$ cat config.mk
export PLATFORM = sky130hd
export DESIGN_NAME = key_led_ctrl
export DESIGN_NICKNAME = d
export VERILOG_FILES = /design/src/rtl/key_led_pkg.sv /design/src/rtl/key_led_ctrl_debounce.sv /design/src/rtl/key_led_ctrl.sv
export SDC_FILE = /design/constraint.sdc
export NUM_CORES = 1
export LEC_CHECK = 0
export CORE_UTILIZATION = 55
export DETAILED_ROUTE_END_ITERATION = 16
export PLACE_DENSITY = 0.74
export SYNTH_ARGS = -nofsm -noshare
export SYNTH_HDL_FRONTEND = slang
export SYNTH_SLANG_ARGS = --single-unit
$ cat constraint.sdc
create_clock -name clk_50m -period 2.2 [get_ports clk_50m]
set_input_delay 0.44 -clock clk_50m [delete_from_list [all_inputs] [get_ports clk_50m]]
set_output_delay 0.44 -clock clk_50m [all_outputs]
set_load 0.005 [all_outputs]
$ cat src/rtl/key_led_pkg.sv
// Shared types for the key-driven LED pattern controller.
package key_led_pkg;

    typedef enum logic [1:0] {
        MODE_BLINK  = 2'd0,
        MODE_WALK_L = 2'd1,
        MODE_WALK_R = 2'd2,
        MODE_DIM    = 2'd3
    } mode_t;

    localparam int NUM_MODES = 4;

endpackage

$ cat src/rtl/key_led_ctrl_debounce.sv
// One push-button channel: 2-flop synchronizer, stability counter,
// debounced level and a single-cycle press pulse on each accepted 0->1.
module key_debounce #(
    parameter int DEB_CNT        = 8192,
    parameter bit KEY_ACTIVE_LOW = 1'b0
) (
    input  logic clk_50m,
    input  logic rst_n,
    input  logic key,
    output logic level,
    output logic press
);

    localparam int CNT_W = (DEB_CNT > 1) ? $clog2(DEB_CNT) : 1;
    localparam logic [CNT_W-1:0] CNT_LAST = CNT_W'(DEB_CNT - 1);

    logic [1:0]       sync;
    logic             synced;
    logic [CNT_W-1:0] cnt;

    assign synced = sync[1] ^ KEY_ACTIVE_LOW;

    always_ff @(posedge clk_50m) begin
        if (!rst_n) begin
            sync  <= '0;
            cnt   <= '0;
            level <= 1'b0;
            press <= 1'b0;
        end else begin
            sync  <= {sync[0], key};
            press <= 1'b0;
            if (synced == level) begin
                cnt <= '0;
            end else if (cnt == CNT_LAST) begin
                // counter only runs while synced differs, so synced=1 here means a press
                cnt   <= '0;
                level <= synced;
                press <= synced;
            end else begin
                cnt <= cnt + CNT_W'(1);
            end
        end
    end

endmodule

$ cat src/rtl/key_led_ctrl.sv
// Debounced push-buttons step an LED pattern mode; patterns advance on a
// power-of-two tick derived from a free-running counter.
//
//   state       | meaning
//   MODE_BLINK  | all LEDs follow phase, toggling each tick
//   MODE_WALK_L | single lit LED moving upward each tick
//   MODE_WALK_R | single lit LED moving downward each tick
//   MODE_DIM    | all LEDs on for 4 of every 16 cycles
module key_led_ctrl
    import key_led_pkg::*;
#(
    parameter int NUM_KEYS       = 2,
    parameter int NUM_LEDS       = 4,
    parameter int DEB_CNT        = 8192,
    parameter int TICK_W         = 26,   // must be >= 3 so counter[3:0] exists
    parameter bit KEY_ACTIVE_LOW = 1'b0
) (
    input  logic                clk_50m,
    input  logic                rst_n,
    input  logic [NUM_KEYS-1:0] key,
    output logic [NUM_KEYS-1:0] key_level,
    output logic [NUM_KEYS-1:0] key_press,
    output logic [1:0]          mode,
    output logic [NUM_LEDS-1:0] led,
    output logic                heartbeat
);

    localparam int POS_W = $clog2(NUM_LEDS);
    localparam logic [POS_W-1:0] POS_LAST = POS_W'(NUM_LEDS - 1);

    for (genvar g = 0; g < NUM_KEYS; g++) begin : g_key
        key_debounce #(
            .DEB_CNT        (DEB_CNT),
            .KEY_ACTIVE_LOW (KEY_ACTIVE_LOW)
        ) u_debounce (
            .clk_50m (clk_50m),
            .rst_n   (rst_n),
            .key     (key[g]),
            .level   (key_level[g]),
            .press   (key_press[g])
        );
    end

    logic [TICK_W:0] tick_cnt;
    logic            tick;
    logic            dim_on;

    always_ff @(posedge clk_50m) begin
        if (!rst_n) tick_cnt <= '0;
        else        tick_cnt <= tick_cnt + (TICK_W+1)'(1);
    end

    assign tick      = &tick_cnt[TICK_W-1:0];
    assign heartbeat = tick_cnt[TICK_W];
    assign dim_on    = (tick_cnt[3:0] < 4'd4);

    mode_t               mode_q, mode_d;
    logic [POS_W-1:0]    pos_q, pos_d;
    logic                phase_q, phase_d;
    logic [NUM_LEDS-1:0] led_d;
    logic                step_up, step_dn;

    assign step_up = key_press[0] & ~key_press[1];
    assign step_dn = key_press[1] & ~key_press[0];

    always_ff @(posedge clk_50m) begin
        if (!rst_n) begin
            mode_q  <= MODE_BLINK;
            pos_q   <= '0;
            phase_q <= 1'b0;
            led     <= '0;
        end else begin
            mode_q  <= mode_d;
            pos_q   <= pos_d;
            phase_q <= phase_d;
            led     <= led_d;
        end
    end

    always_comb begin
        mode_d  = mode_q;
        pos_d   = pos_q;
        phase_d = phase_q;
        led_d   = '0;

        if (step_up)      mode_d = mode_t'(mode_q + 2'd1);
        else if (step_dn) mode_d = mode_t'(mode_q - 2'd1);

        // a mode change restarts the pattern and swallows a coincident tick
        if (step_up || step_dn) begin
            phase_d = 1'b0;
            pos_d   = (mode_d == MODE_WALK_R) ? POS_LAST : '0;
        end else if (tick) begin
            phase_d = ~phase_q;
            case (mode_q)
                MODE_WALK_L: pos_d = (pos_q == POS_LAST) ? '0 : pos_q + POS_W'(1);
                MODE_WALK_R: pos_d = (pos_q == '0) ? POS_LAST : pos_q - POS_W'(1);
                default:     pos_d = pos_q;
            endcase
        end

        case (mode_q)
            MODE_BLINK:  led_d = {NUM_LEDS{phase_q}};
            MODE_WALK_L,
            MODE_WALK_R: led_d[pos_q] = 1'b1;
            MODE_DIM:    led_d = {NUM_LEDS{dim_on}};
            default:     led_d = '0;
        endcase
    end

    assign mode = mode_q;

endmodule

Word-level counts from Yosys, hierarchy flattened. Cells that the tools add are included.

Equal/unequal tests: 9. Bitwise operators: 10. Mux-type cells: 11. Add/subtract/negate cells: 7. $lt $le $gt $ge: 3. Reductions and logical operators: 16.

Operator list (number): adder 27 x 1 -> 27 bit, second input constant (1); adder 13 x 1 -> 13 bit, second input constant (2); == test 13 bit, second input constant (2); AND reduction 26 bit (1); two-way mux 2 bit (7); one-hot mux 4 bit (3 select lines) (1); OR reduction 3 bit (4); == test 2 bit, second input constant (4); inverter 1 bit (8); AND reduction 2 bit (3); adder 2 x 1 -> 2 bit, second input constant (2); logical NOT 2 bit (2); < comparator 4 x 3 -> 1 bit, second input constant (1); one-hot mux 2 bit (2 select lines) (1); OR reduction 2 bit (2); subtractor 2 x 1 -> 2 bit, second input constant (2); < comparator 2 x 3 -> 1 bit, second input constant (1); nonzero test 3 bit (1); AND 1 bit (2); demux 1 bit (select 2 bit) (1); == test 1 bit (2); == test 2 x 1 -> 1 bit, second input constant (1); >= comparator 2 x 1 -> 1 bit, second input constant (1); nonzero test 2 bit (1); 3 further kinds (3).

Input port bits: 4. Flip-flop bits (word level): 70. Logic and storage cells: 69. Output and inout bits: 11.

Logic depth before layout (Yosys ltp). Gate-level depths: netlist (run 1).

Word-level depth: 7. Mapped depth: 7. Depth with buffers taken out: 6.

Hierarchy. Synthesis (run 1) repeated with hierarchy kept, for this count alone.

Cells, all modules: 355. Area total of the unflattened synthesis: 3246.9 µm².

Modules (own cells, without submodules): key_led_ctrl (cells an instance 201, times used 1, sequential area each 720.7 µm², area each 1788.0 µm²); key_debounce (cells an instance 77, times used 2, sequential area each 340.3 µm², area each 729.4 µm²).

Least setup slack after synthesis (run 1). OpenSTA, ideal clock, no wires.

Kind: register -> register. Start point: register tick_cnt[0]. End point: register tick_cnt[24]. Buffers on the path: 1. Required time: 2130 ps. Library setup time: 70 ps. Clock period less this slack: 2009 ps. Arrival time: 1938 ps. Slack: 191 ps. Stages on the path, launching flop included: 7. Path through: dfxtp_1 ha_1 nand3_1 or4_1 buf_2 or4_1 a21oi_1.

Longest elaborated chain between the ends: 1.

RTL lines: start: declaration (line key_led_ctrl.sv:44) `logic [TICK_W:0] tick_cnt;`; start signal: assignment (line key_led_ctrl.sv:50) `else tick_cnt <= tick_cnt + (TICK_W+1)'(1);`; adder 27 x 1 -> 27 bit (line key_led_ctrl.sv:50).

No other way between the ends. A chain may end at the register's enable or synchronous reset.

Worst setup path in the final report (run 1). Ends and elaborated chain as after synthesis.

==> impl_metrics.ini, run 1 <==
[clock_tree]
htreeDepth = 3
postCtsSetupBuffers = 0
cts_buffer_depth = 2
cts.clk_slew.worst_paths_ns = 0.08
cts_buffers = 9
clockRootBuffer = clkbuf_8
cts_tree = yes
insertion_delay_ns = 0.34
cts_resized = 0
cts_sinks = 70
holdBufCountCts = 0

[die]
die_w_um = 77.8
core-area_um2 = 5510
num_rows = 27
initial_utilization = 0.574
top_level_ports = 15
die_y_um = 77.8
die-area_um2 = 6050

[power_and_ir_drop]
p_comb_frac = 0.022
switching_share = 0.227
p_int_uw = 1700
power_frac_seq = 0.584
power_uw = 2200
pwr-share-clk = 0.395
p_sw_uw = 499
p_leak_uw = 0.00122
p_per_area_nw_per_um2 = 621
vdd_drop_max_mv = 0.474

[cells_and_area]
finalNonFillerCells = 449
nets = 389
synthToLayoutAreaGrowth_pct = 12.1
n_fill_cell = 462
layout_commonest_cell = dfxtp_1
final_area_um2 = 3540
final_cell_mix = 70 x dfxtp_1, 47 x nor2_1, 26 x nand2_1, 20 x xnor2_1, 20 x a21oi_1
antennaDiodeCount = 0
layout-drive-gt1-share = 0.0769

[route]
drtPass1Iterations = 4
route.detailed.drc = 0
postRouteAntennaNets = 0
wire_per_inst_um = 12.5
vias = 2457
via_per_inst = 5.47
drt_iter0_drc = 125
drt-total-wl_um = 5630

[sta]
finalCritPeriodShare = 0.938
hold_violations = 0
fin_tns_setup_ns = 0
rsz0062_at_grt = false
finClkSkew_ns = 0.0100
fmax_ghz = 0.485
setup_viol = 0
slew_viol_final = 0
slew-limit-headroom = 0.680
period_needed_ns = 2.06
tightest_slew_ns = 0.475

[critical_path]
cp-start-kind = flop
slowest_delay_ns = 0.65
required_ns = 2.47
path_buf_inv = 0
worst-r2r-setup-slack_ns = 0.14
critical_path_class = reg -> reg
cp-end-kind = flop
path_cells = ha_1, nand3_1, or4_1, or4_1, a21oi_1
r2r_start = tick_cnt[0]
startpoint = tick_cnt[0]
cp_max_fo = 8
cpMaxStageDelayCell = or4_1
cpMostUsedCell = or4_1
cpLargestDelayFamily = simple AND/OR/NAND/NOR gates
worstPathArrival_ns = 2.34

[global_route]
first_global_vias = 2327
grt_use_total = 0.207
antenna_found_initial = 0
grt_max_degree = 28
grt-ovfl-total = 0
grt_pass1_wl_um = 9900

[placed_design]
dp_hpwl_um = 4030
portBuffers = 14
place_congestion = 0.776
placed_cell_area_um2 = 3370
dp_cells = 434

[logic_synthesis]
ys_warn_count = 0
synth_seq_cells = 70
synth.yosys.seq_area_share = 0.443
synthesis.area_um2 = 3160
avgSynthCellArea_um2 = 8.83
synth_cell_types = 43
synth_cells = 358
syn-num-nets = 374

[outcome]
status = completed

[worst_hold_path]
min_from = g_key[1].u_debounce.sync[0]
hp-class = reg -> reg

[job]
drv_cap = 0
## metal layers
metal | vias up | track usage | part of all wire
li1 | 1268 | - | -
met1 | 1147 | 0.237 | 0.46
met2 | 31 | 0.357 | 0.48
met3 | 11 | 0.0624 | 0.037
met4 | 0 | 0.0887 | 0.017
met5 | - | 0 | 0
## sequential cells by signal (all words and copies together), names as in the netlist
signal and cells:
g_key.u_debounce.press 2, g_key.u_debounce.sync 4, led 4, g_key.u_debounce.cnt 26, phase_q 1, mode 2, pos_q 2, tick_cnt 27
g_key.u_debounce.level 2
## power groups by stage
stage	Combinational, uW	Sequential (uW)	Clock, uW
6_report	47.7	1280	868
5_1_grt	53.0	1280	955
4_1_cts	48.0	1280	900
3_5_place_dp	47.9	1310	0
3_3_place_gp	46.7	1310	0
2_1_floorplan	30.4	1310	0
## final timing paths
path	endpoint	cells past startpoint
hold reg to reg	g_key[1].u_debounce.sync[1]	1
setup reg to reg	tick_cnt[24]	5
hold / removal	g_key[1].u_debounce.sync[1]	1
setup / recovery	tick_cnt[24]	5
## worst reg2reg max path: stages, from the launching register on
cell and delay (ns):
dfxtp_1 0.40, ha_1 0.20, nand3_1 0.10, or4_1 0.65, or4_1 0.52, a21oi_1 0.14
## cells by family (layout without fill, tap and decap cells)
family	Yosys count	count (layout)	share of synthesized area
multiplexers	3	3	0.00950
AO/OA/AOI/OAI	42	42	0.0808
AND/OR/NAND/NOR	159	159	0.267
adder cells (fa/ha/maj)	12	12	0.0475
flip-flops	70	70	0.443
XOR/XNOR	38	38	0.105
buffers and inverters	34	53	0.0463
## metrics by stage
step                utilization  hold slack (ns)  setup WS [ns]
floorplan                     -            0.412          0.191
global placement          0.612            0.414          0.234
detailed placement        0.612            0.424          0.148
CTS                       0.642            0.441          0.130
global route              0.643            0.452        0.00789
finish                    0.643            0.437          0.137
## cell type report
class	instances	area, um^2	area share
tap	72	90.1	0.0254
clock buffer	10	128	0.0360
timing repair buffer	23	208	0.0586
sequential	70	1400	0.396
multi-input combinational	254	1620	0.458
clock inverter	5	37.5	0.0106
inverter	15	56.3	0.0159
## synthesized netlist by cell type
cell | instances | area (um^2)
a31o_2 | 1 | 8.76
clkbuf_1 | 11 | 41.3
o21ai_1 | 1 | 5.00
xnor2_1 | 20 | 175
or4_1 | 8 | 60.1
a221oi_1 | 1 | 8.76
or4b_1 | 1 | 10.0
nor3b_1 | 1 | 7.51
or3_1 | 7 | 43.8
nand4_2 | 1 | 12.5
buf_4 | 4 | 30.0
buf_1 | 1 | 3.75
o21a_1 | 1 | 7.51
nand4_1 | 11 | 68.8
a21oi_1 | 20 | 100
or2_2 | 1 | 6.26
buf_2 | 3 | 15.0
o31a_1 | 1 | 8.76
a21o_1 | 1 | 7.51
nor4_1 | 7 | 43.8
nand3_1 | 19 | 95.1
xor2_1 | 18 | 158
nand4bb_1 | 1 | 11.3
a311o_1 | 2 | 20.0
nand2b_1 | 1 | 6.26
mux2i_1 | 3 | 30.0
nand4_4 | 1 | 21.3
nor2_1 | 47 | 176
a21bo_2 | 1 | 10.0
and2_1 | 9 | 56.3
dfxtp_1 | 70 | 1400
nor3_1 | 6 | 30.0
a31oi_1 | 1 | 6.26
ha_1 | 12 | 150
nand2_1 | 26 | 97.6
o21ai_0 | 7 | 35.0
o31ai_1 | 5 | 37.5
nor4_2 | 1 | 12.5
inv_1 | 15 | 56.3
nor4b_1 | 1 | 8.76
and3_1 | 4 | 25.0
and4_1 | 5 | 43.8
nand3b_1 | 1 | 7.51
Note: power is estimated with default switching activity, not from simulation.
==> run 2: changes to the inputs <==
--- a/config.mk
+++ b/config.mk
@@ -8,6 +8,7 @@
 export CORE_UTILIZATION = 55
 export DETAILED_ROUTE_END_ITERATION = 16
 export PLACE_DENSITY = 0.74
+export SKIP_CTS_REPAIR_TIMING = 1
 export SYNTH_ARGS = -nofsm -noshare
 export SYNTH_HDL_FRONTEND = slang
 export SYNTH_SLANG_ARGS = --single-unit
==> results of run 2 <==
No change in the layout: final DEF, timing and power equal those of run 1.
